===== src/rtl/game_referee.sv =====
// Pong match referee: samples the ball once per frame, scores wall misses and
// sequences IDLE -> SERVE -> PLAY -> OVER, gating the ball animation.
module game_referee #(
    parameter int H_SCREEN     = 640,
    parameter int BORDER       = 10,
    parameter int BALL_SIZE    = 10,
    parameter int WIN_SCORE    = 11,
    parameter int SERVE_FRAMES = 120
) (
    input  logic       clk,
    input  logic       reset,
    input  logic       frame_tick,
    input  logic [9:0] ball_x,
    input  logic       start,
    output logic [4:0] score_p1,
    output logic [4:0] score_p2,
    output logic [1:0] state,
    output logic       ball_en,
    output logic       ball_reload,
    output logic       serve_dir,
    output logic       point_p1,
    output logic       point_p2,
    output logic       game_over,
    output logic       winner
);

    localparam logic [1:0] S_IDLE  = 2'd0;
    localparam logic [1:0] S_SERVE = 2'd1;
    localparam logic [1:0] S_PLAY  = 2'd2;
    localparam logic [1:0] S_OVER  = 2'd3;

    localparam logic [9:0] LEFT_LIM   = 10'(BORDER);
    localparam logic [9:0] RIGHT_LIM  = 10'(H_SCREEN - BORDER - BALL_SIZE);
    localparam logic [4:0] WIN        = 5'(WIN_SCORE);
    localparam logic [7:0] SERVE_LOAD = 8'(SERVE_FRAMES);

    logic [1:0] state_q, state_d;
    logic [4:0] score_p1_q, score_p1_d;
    logic [4:0] score_p2_q, score_p2_d;
    logic [7:0] cnt_q, cnt_d;
    logic       serve_dir_q, serve_dir_d;
    logic       winner_q, winner_d;
    logic       point_p1_q, point_p1_d;
    logic       point_p2_q, point_p2_d;
    logic       start_q;
    logic       ball_en_q, ball_reload_q, game_over_q;

    logic       start_edge;
    logic       miss_l, miss_r;

    assign start_edge = start & ~start_q;
    // Left miss wins when both walls would match.
    assign miss_l = frame_tick && (ball_x <= LEFT_LIM);
    assign miss_r = frame_tick && (ball_x >= RIGHT_LIM) && !(ball_x <= LEFT_LIM);

    always_comb begin
        state_d     = state_q;
        score_p1_d  = score_p1_q;
        score_p2_d  = score_p2_q;
        cnt_d       = cnt_q;
        serve_dir_d = serve_dir_q;
        winner_d    = winner_q;
        point_p1_d  = 1'b0;
        point_p2_d  = 1'b0;

        case (state_q)
            S_IDLE: begin
                score_p1_d = 5'd0;
                score_p2_d = 5'd0;
                if (start_edge) begin
                    state_d     = S_SERVE;
                    serve_dir_d = 1'b0;
                    cnt_d       = SERVE_LOAD;
                end
            end
            S_SERVE: begin
                if (frame_tick) begin
                    if (cnt_q <= 8'd1) begin
                        state_d = S_PLAY;
                        cnt_d   = 8'd0;
                    end else begin
                        cnt_d = cnt_q - 8'd1;
                    end
                end
            end
            S_PLAY: begin
                if (miss_l) begin
                    score_p2_d  = score_p2_q + 5'd1;
                    point_p2_d  = 1'b1;
                    serve_dir_d = 1'b1;
                    if (score_p2_d == WIN) begin
                        state_d  = S_OVER;
                        winner_d = 1'b1;
                    end else begin
                        state_d = S_SERVE;
                        cnt_d   = SERVE_LOAD;
                    end
                end else if (miss_r) begin
                    score_p1_d  = score_p1_q + 5'd1;
                    point_p1_d  = 1'b1;
                    serve_dir_d = 1'b0;
                    if (score_p1_d == WIN) begin
                        state_d  = S_OVER;
                        winner_d = 1'b0;
                    end else begin
                        state_d = S_SERVE;
                        cnt_d   = SERVE_LOAD;
                    end
                end
            end
            default: begin
                if (start_edge) begin
                    score_p1_d  = 5'd0;
                    score_p2_d  = 5'd0;
                    serve_dir_d = 1'b0;
                    state_d     = S_SERVE;
                    cnt_d       = SERVE_LOAD;
                end
            end
        endcase
    end

    // Ball gating flags are registered from the next state so they align with state.
    always_ff @(posedge clk or negedge reset) begin
        if (!reset) begin
            state_q       <= S_IDLE;
            score_p1_q    <= 5'd0;
            score_p2_q    <= 5'd0;
            cnt_q         <= 8'd0;
            serve_dir_q   <= 1'b0;
            winner_q      <= 1'b0;
            point_p1_q    <= 1'b0;
            point_p2_q    <= 1'b0;
            start_q       <= 1'b1;
            ball_en_q     <= 1'b0;
            ball_reload_q <= 1'b1;
            game_over_q   <= 1'b0;
        end else begin
            state_q       <= state_d;
            score_p1_q    <= score_p1_d;
            score_p2_q    <= score_p2_d;
            cnt_q         <= cnt_d;
            serve_dir_q   <= serve_dir_d;
            winner_q      <= winner_d;
            point_p1_q    <= point_p1_d;
            point_p2_q    <= point_p2_d;
            start_q       <= start;
            ball_en_q     <= (state_d == S_PLAY);
            ball_reload_q <= (state_d != S_PLAY);
            game_over_q   <= (state_d == S_OVER);
        end
    end

    assign score_p1    = score_p1_q;
    assign score_p2    = score_p2_q;
    assign state       = state_q;
    assign ball_en     = ball_en_q;
    assign ball_reload = ball_reload_q;
    assign serve_dir   = serve_dir_q;
    assign point_p1    = point_p1_q;
    assign point_p2    = point_p2_q;
    assign game_over   = game_over_q;
    assign winner      = winner_q;

endmodule


===== config.mk =====
export PLATFORM = sky130hd
export DESIGN_NAME = game_referee
export DESIGN_NICKNAME = d
export VERILOG_FILES = /design/src/rtl/game_referee.sv
export SDC_FILE = /design/constraint.sdc
export NUM_CORES = 1
export LEC_CHECK = 0
export ABC_CLOCK_PERIOD_IN_PS = 2300
export BUFFER_PORTS_ARGS = -buffer_cell sky130_fd_sc_hd__buf_2
export CORE_MARGIN = 2
export CORE_UTILIZATION = 36
export DETAILED_ROUTE_END_ITERATION = 12
export SETUP_SLACK_MARGIN = 0.4
export SKIP_CTS_REPAIR_TIMING = 1
export SYNTH_ARGS = -nofsm -noshare
export SYNTH_HDL_FRONTEND = slang
export SYNTH_SLANG_ARGS = --single-unit

===== constraint.sdc =====
create_clock -name clk -period 2.3 [get_ports clk]
set_clock_uncertainty 0.05 [all_clocks]
set_input_delay 0.115 -clock clk [delete_from_list [all_inputs] [get_ports clk]]
set_output_delay 0.115 -clock clk [all_outputs]
set_load 0.01 [all_outputs]

Word-level counts from Yosys, hierarchy flattened
Index checks and enable logic that the tools add are counted.
- bits in registers: 28
- input bits: 14
- output and inout port bits: 19
- word-level logic and storage cells: 86
- $add $sub $neg: 3
- magnitude comparators: 3
- equal/unequal tests: 15
- mux-type cells: 35
- bitwise gates (word level): 3
- reduce and logical (&&, ||, !) cells: 15
- operators with widths (kind ; count):
    two-way mux 8 bit ; 7
    one-hot mux 5 bit (3 select lines) ; 2
    two-way mux 5 bit ; 4
    one-hot mux 8 bit (2 select lines) ; 1
    two-way mux 2 bit ; 7
    two-way mux 1 bit ; 12
    adder 5 x 1 -> 5 bit (second input constant) ; 2
    == test 5 x 4 -> 1 bit (second input constant) ; 2
    >= comparator 10 bit (second input constant) ; 1
    <= comparator 10 x 4 -> 1 bit (second input constant) ; 1
    != test 2 bit (second input constant) ; 5
    != test 3 bit (second input constant) ; 3
    <= comparator 8 x 1 -> 1 bit (second input constant) ; 1
    AND reduction 4 bit ; 2
    subtractor 8 x 1 -> 8 bit (second input constant) ; 1
    == test 2 bit (second input constant) ; 3
    AND reduction 3 bit ; 2
    nonzero test 2 bit ; 3
    nonzero test 3 bit ; 2
    AND reduction 5 bit ; 1
    one-hot mux 2 bit (2 select lines) ; 1
    logical AND 1 bit ; 3
    == test 2 x 1 -> 1 bit (second input constant) ; 1
    logical NOT 2 bit ; 1
    5 further kinds ; 6

Logic depth before layout (Yosys ltp)
- depth in word-level cells: 7
- mapped depth: 7
- depth with buffers taken out: 7

Worst setup path after synthesis
OpenSTA, ideal clock, no wires.
- path type: flip-flop to flip-flop
- start point: reg score_p2_q[0] (netlist: score_p2[0])
- end point: reg cnt_q[1]
- setup time: 0.125 ns
- arrival: 1.932 ns
- required time: 2.125 ns
- path slack: 0.193 ns
- stages on the path, launching flop included: 8
- clock period less this slack: 2.107 ns
- path through: dfrtp_1 ha_1 nor3_1 a31oi_1 o32a_4 o21a_1 buf_6 mux2_4
- word-level cells in the longest chain between the ends: 4
- RTL lines (item ; RTL line ; text):
    start, declared ; 39 ; logic [4:0] score_p2_q, score_p2_d;
    start signal, assigned ; 141 ; score_p2_q <= score_p2_d;
    adder 5 x 1 -> 5 bit ; 88 ; score_p2_d = score_p2_q + 5'd1;
    == test 5 x 4 -> 1 bit ; 91 ; if (score_p2_d == WIN) begin
    != test 3 bit (no line) ; - ;
    AND reduction 5 bit (no line) ; - ;
    end signal, assigned ; 142 ; cnt_q <= cnt_d;
    end, declared ; 40 ; logic [7:0] cnt_q, cnt_d;
No other way between the ends.
A chain may end at the register's enable or synchronous reset.

Worst setup path in the final report
- start point: reg score_p2_q[1] (netlist: score_p2[1])
- end point: reg cnt_q[0]
Same word-level chain as after synthesis.

==> flow_summary.ini <==
[outcome]
outcome = complete, no violations

[grt]
track_usage_pct = 15.4
grt_pass1_wl_mm = 6.36
antenna_found_initial = 0
grt_max_degree = 29
grt_overflow = 0
grt_pass1_vias = 1332

[synth]
synth_warnings = 0
syn_area_mm2 = 0.00171
avgSynthCellArea_um2 = 9.78
synth_top_family_by_area = compound AO/OA/AOI/OAI gates
synth_xor_area_share_pct = 2.56
synth_fa_ha_area_share_pct = 6.58
syn_nets = 198
synth-async-reset-ratio_pct = 100
synthCells = 175
ys_ff_latch = 28
synth_cell_types = 47
ys.flop_type = dfrtp_1
synth_compound_area_share_pct = 28.9
seq_area_frac_synth_pct = 41.1
synth_edf_count = 0
yosys.area_share.simple_pct = 15.1
synthMuxAreaShare_pct = 1.54

[worst_setup_path]
crit_type = reg2reg
path_max_fanout = 8
critPathLaunch = score_p2[1]$_DFFE_PN0P_
start_kind = flip-flop
r2r_start = score_p2[1]$_DFFE_PN0P_
slowest_delay_ps = 460
worstPathCellList = ha_4 > nor3_4 > a31oi_2 > o32a_4 > o21a_4 > mux2_4
cp.arrival_ps = 2080
cp_data_required_time_ps = 2430
slowest_stage = dfrtp_2
crit_path_end_kind = flip-flop

[power]
p_leak_uw = 0.000967
p_comb_share_pct = 42.2
p_clk_share_pct = 22.6
power.switching_uw = 644
peakVddDrop_uv = 326
internal_power_uw = 1140
p_sw_share_pct = 36.1
power.density_mw_per_mm2 = 814
seqPwrFrac_pct = 35.1

[timing]
fmax_mhz = 511
finalWorstSetupSlack_ps = 343
setup_violations = 0
worst_slew_pin_slew_ps = 636
final_hold_viol_count = 0
slew-limit-headroom_pct = 57.6
tns_ps = 0
min_period_ps = 1960
period_share_pct = 85.1
hold-worst-slack_ps = 186
rsz0062_at_grt = yes
maxSlewViolCount = 0

[floorplan]
die_y_um = 73.0
die_w_um = 73.0
rows = 25
coreArea_mm2 = 0.00466
pin_count = 33
fp.dieArea_mm2 = 0.00532
start_util_pct = 36.7

[place]
dp.final_hpwl_mm = 2.93
place_ws_ps = 157
numPortBuffers = 32
place_congestion = 0.822

[clock_network]
cts.sinks = 28
cts_made_buffers = 3
cts.clk_slew.worst_paths_ps = 110
clock_path_buffers = 2
htreeDepth = 1
root_buffer = clkbuf_8
cts_tree = yes
clk_latency_ps = 280

[run]
maxCapViolCount = 0

[drt]
drt_pass1_iterations = 4
num_vias = 1492
drt_iter0_markers = 64
detail_route.wl_per_cell_um = 14.5
ant_nets = 0
drc = 0
drt_wl_total_mm = 3.96
vias_per_cell = 5.45

[final_layout]
drive_gt1_share_pct = 37.3
multi_input_area_mm2 = 0.00103
fillers = 436
antenna_cells = 0
seqCellArea_um2 = 712
syn_to_final_growth_pct = 27.9
nets = 244

[worst_hold_path]
hp-class = in2reg
hp-start = ball_x[5]
[power by group through the flow]
stage	clock network [uW]	registers [uW]	logic, uW
after floorplan	0	625	507
after global placement	0	633	664
after detailed placement	0	634	662
after CTS	406	625	667
after global routing	428	634	829
final	403	626	753
[cell families after synthesis]
kind of cell               after synthesis
and+or+nand+nor                         52
muxes                                    2
adders and majority gates                9
DFF                                     28
buffers and inverters                   15
xor gates and xnor gates                 5
AOI/OAI and AO/OA                       64
[per-layer routing]
metal / vias to the layer above / share of wire [%] / GRT usage (%)
li1: 741 / - / -
met1: 729 / 47 / 20.8
met2: 18 / 50 / 25.4
met3: 4 / 1.8 / 2.07
met4: 0 / 1.2 / 5.14
met5: - / 0 / 0
[final timing paths]
check	to	slack, ps	depth (start not counted)
max	cnt_q[0]$_DFFE_PN0P_	340	6
min reg2reg	serve_dir$_DFFE_PN0P_	500	2
min	winner$_DFFE_PN0P_	190	4
min in group asynchronous	cnt_q[7]$_DFFE_PN0P_	320	2
max reg2reg	cnt_q[0]$_DFFE_PN0P_	340	6
max in group asynchronous	score_p2[0]$_DFFE_PN0P_	1420	2
[state kept, by name, indices dropped and copies added (netlist names)]
signal	flops
point_p2	1
score_p1	5
cnt_q	8
game_over	1
point_p1	1
score_p2	5
serve_dir	1
ball_reload	1
start_q	1
state	2
ball_en	1
winner	1
[metrics by stage]
step / total power (uW) / cells / util, % / cell area (um2)
2_1_floorplan: 1130 / 175 / - / 1760
3_5_place_dp: 1300 / 261 / 42.6 / 1980
3_3_place_gp: 1300 / 261 / 42.6 / 1980
5_1_grt: 1890 / 274 / 47.0 / 2190
6_report: 1780 / 274 / 47.0 / 2190
4_1_cts: 1700 / 265 / 44.1 / 2050
[final cells by class]
cell class | instances | area share [%]
Timing Repair Buffer | 45 | 12.0
Multi-Input combinational cell | 132 | 47.3
Sequential cell | 28 | 32.5
Tap cell | 54 | 3.09
Inverter | 11 | 1.89
Clock inverter | 1 | 1.37
Clock buffer | 3 | 1.89
[worst max-delay path, delay by kind of cell, from the launching register on]
kind	cells	cell delay, ps
AO/OA/AOI/OAI	3	740
adder cells (fa/ha/maj)	1	200
flip-flops	1	460
multiplexers	1	300
AND/OR/NAND/NOR	1	110
[synth_stat cells, drive strengths merged (2+ instances only)]
library cell  instances  share of area (%)
a22oi                 2               0.88
nor4                  3                1.1
o31ai                 6                3.4
o211ai                6                2.9
inv                  11                2.4
dfrtp                26                 38
nand2                11                2.4
a22o                  8                4.2
dfstp                 2                3.1
buf                   4                1.8
nor3                  5                1.5
o21ai                17                5.2
ha                    9                6.6
nand2b                2               0.73
xor2                  2                1.0
nor3b                 2               0.88
a21boi                2               0.88
a21oi                 4                1.2
xnor2                 3                1.5
or3                   4                1.8
o41ai                 3                1.5
mux2                  2                1.5
nor2                 15                3.3
nand3                 5                1.5
o21bai                2               0.88
a21o                  4                1.8
o21a                  3                1.3
[cell usage in the layout, fill, tap and decap left out, drive strengths merged, types with 3 or more instances in the layout]
| cell type | count |
|---|---|
| inv | 11 |
| ha | 9 |
| o31ai | 6 |
| o41ai | 3 |
| clkbuf | 3 |
| nor2 | 15 |
| or3 | 4 |
| xnor2 | 3 |
| a21o | 4 |
| nor3 | 5 |
| o21a | 3 |
| o211ai | 6 |
| a22o | 8 |
| o21ai | 17 |
| a21oi | 4 |
| buf | 43 |
| dfrtp | 26 |
| nand3 | 5 |
| nand2 | 11 |
| nor4 | 3 |
Note: power is estimated with default switching activity, not from simulation.
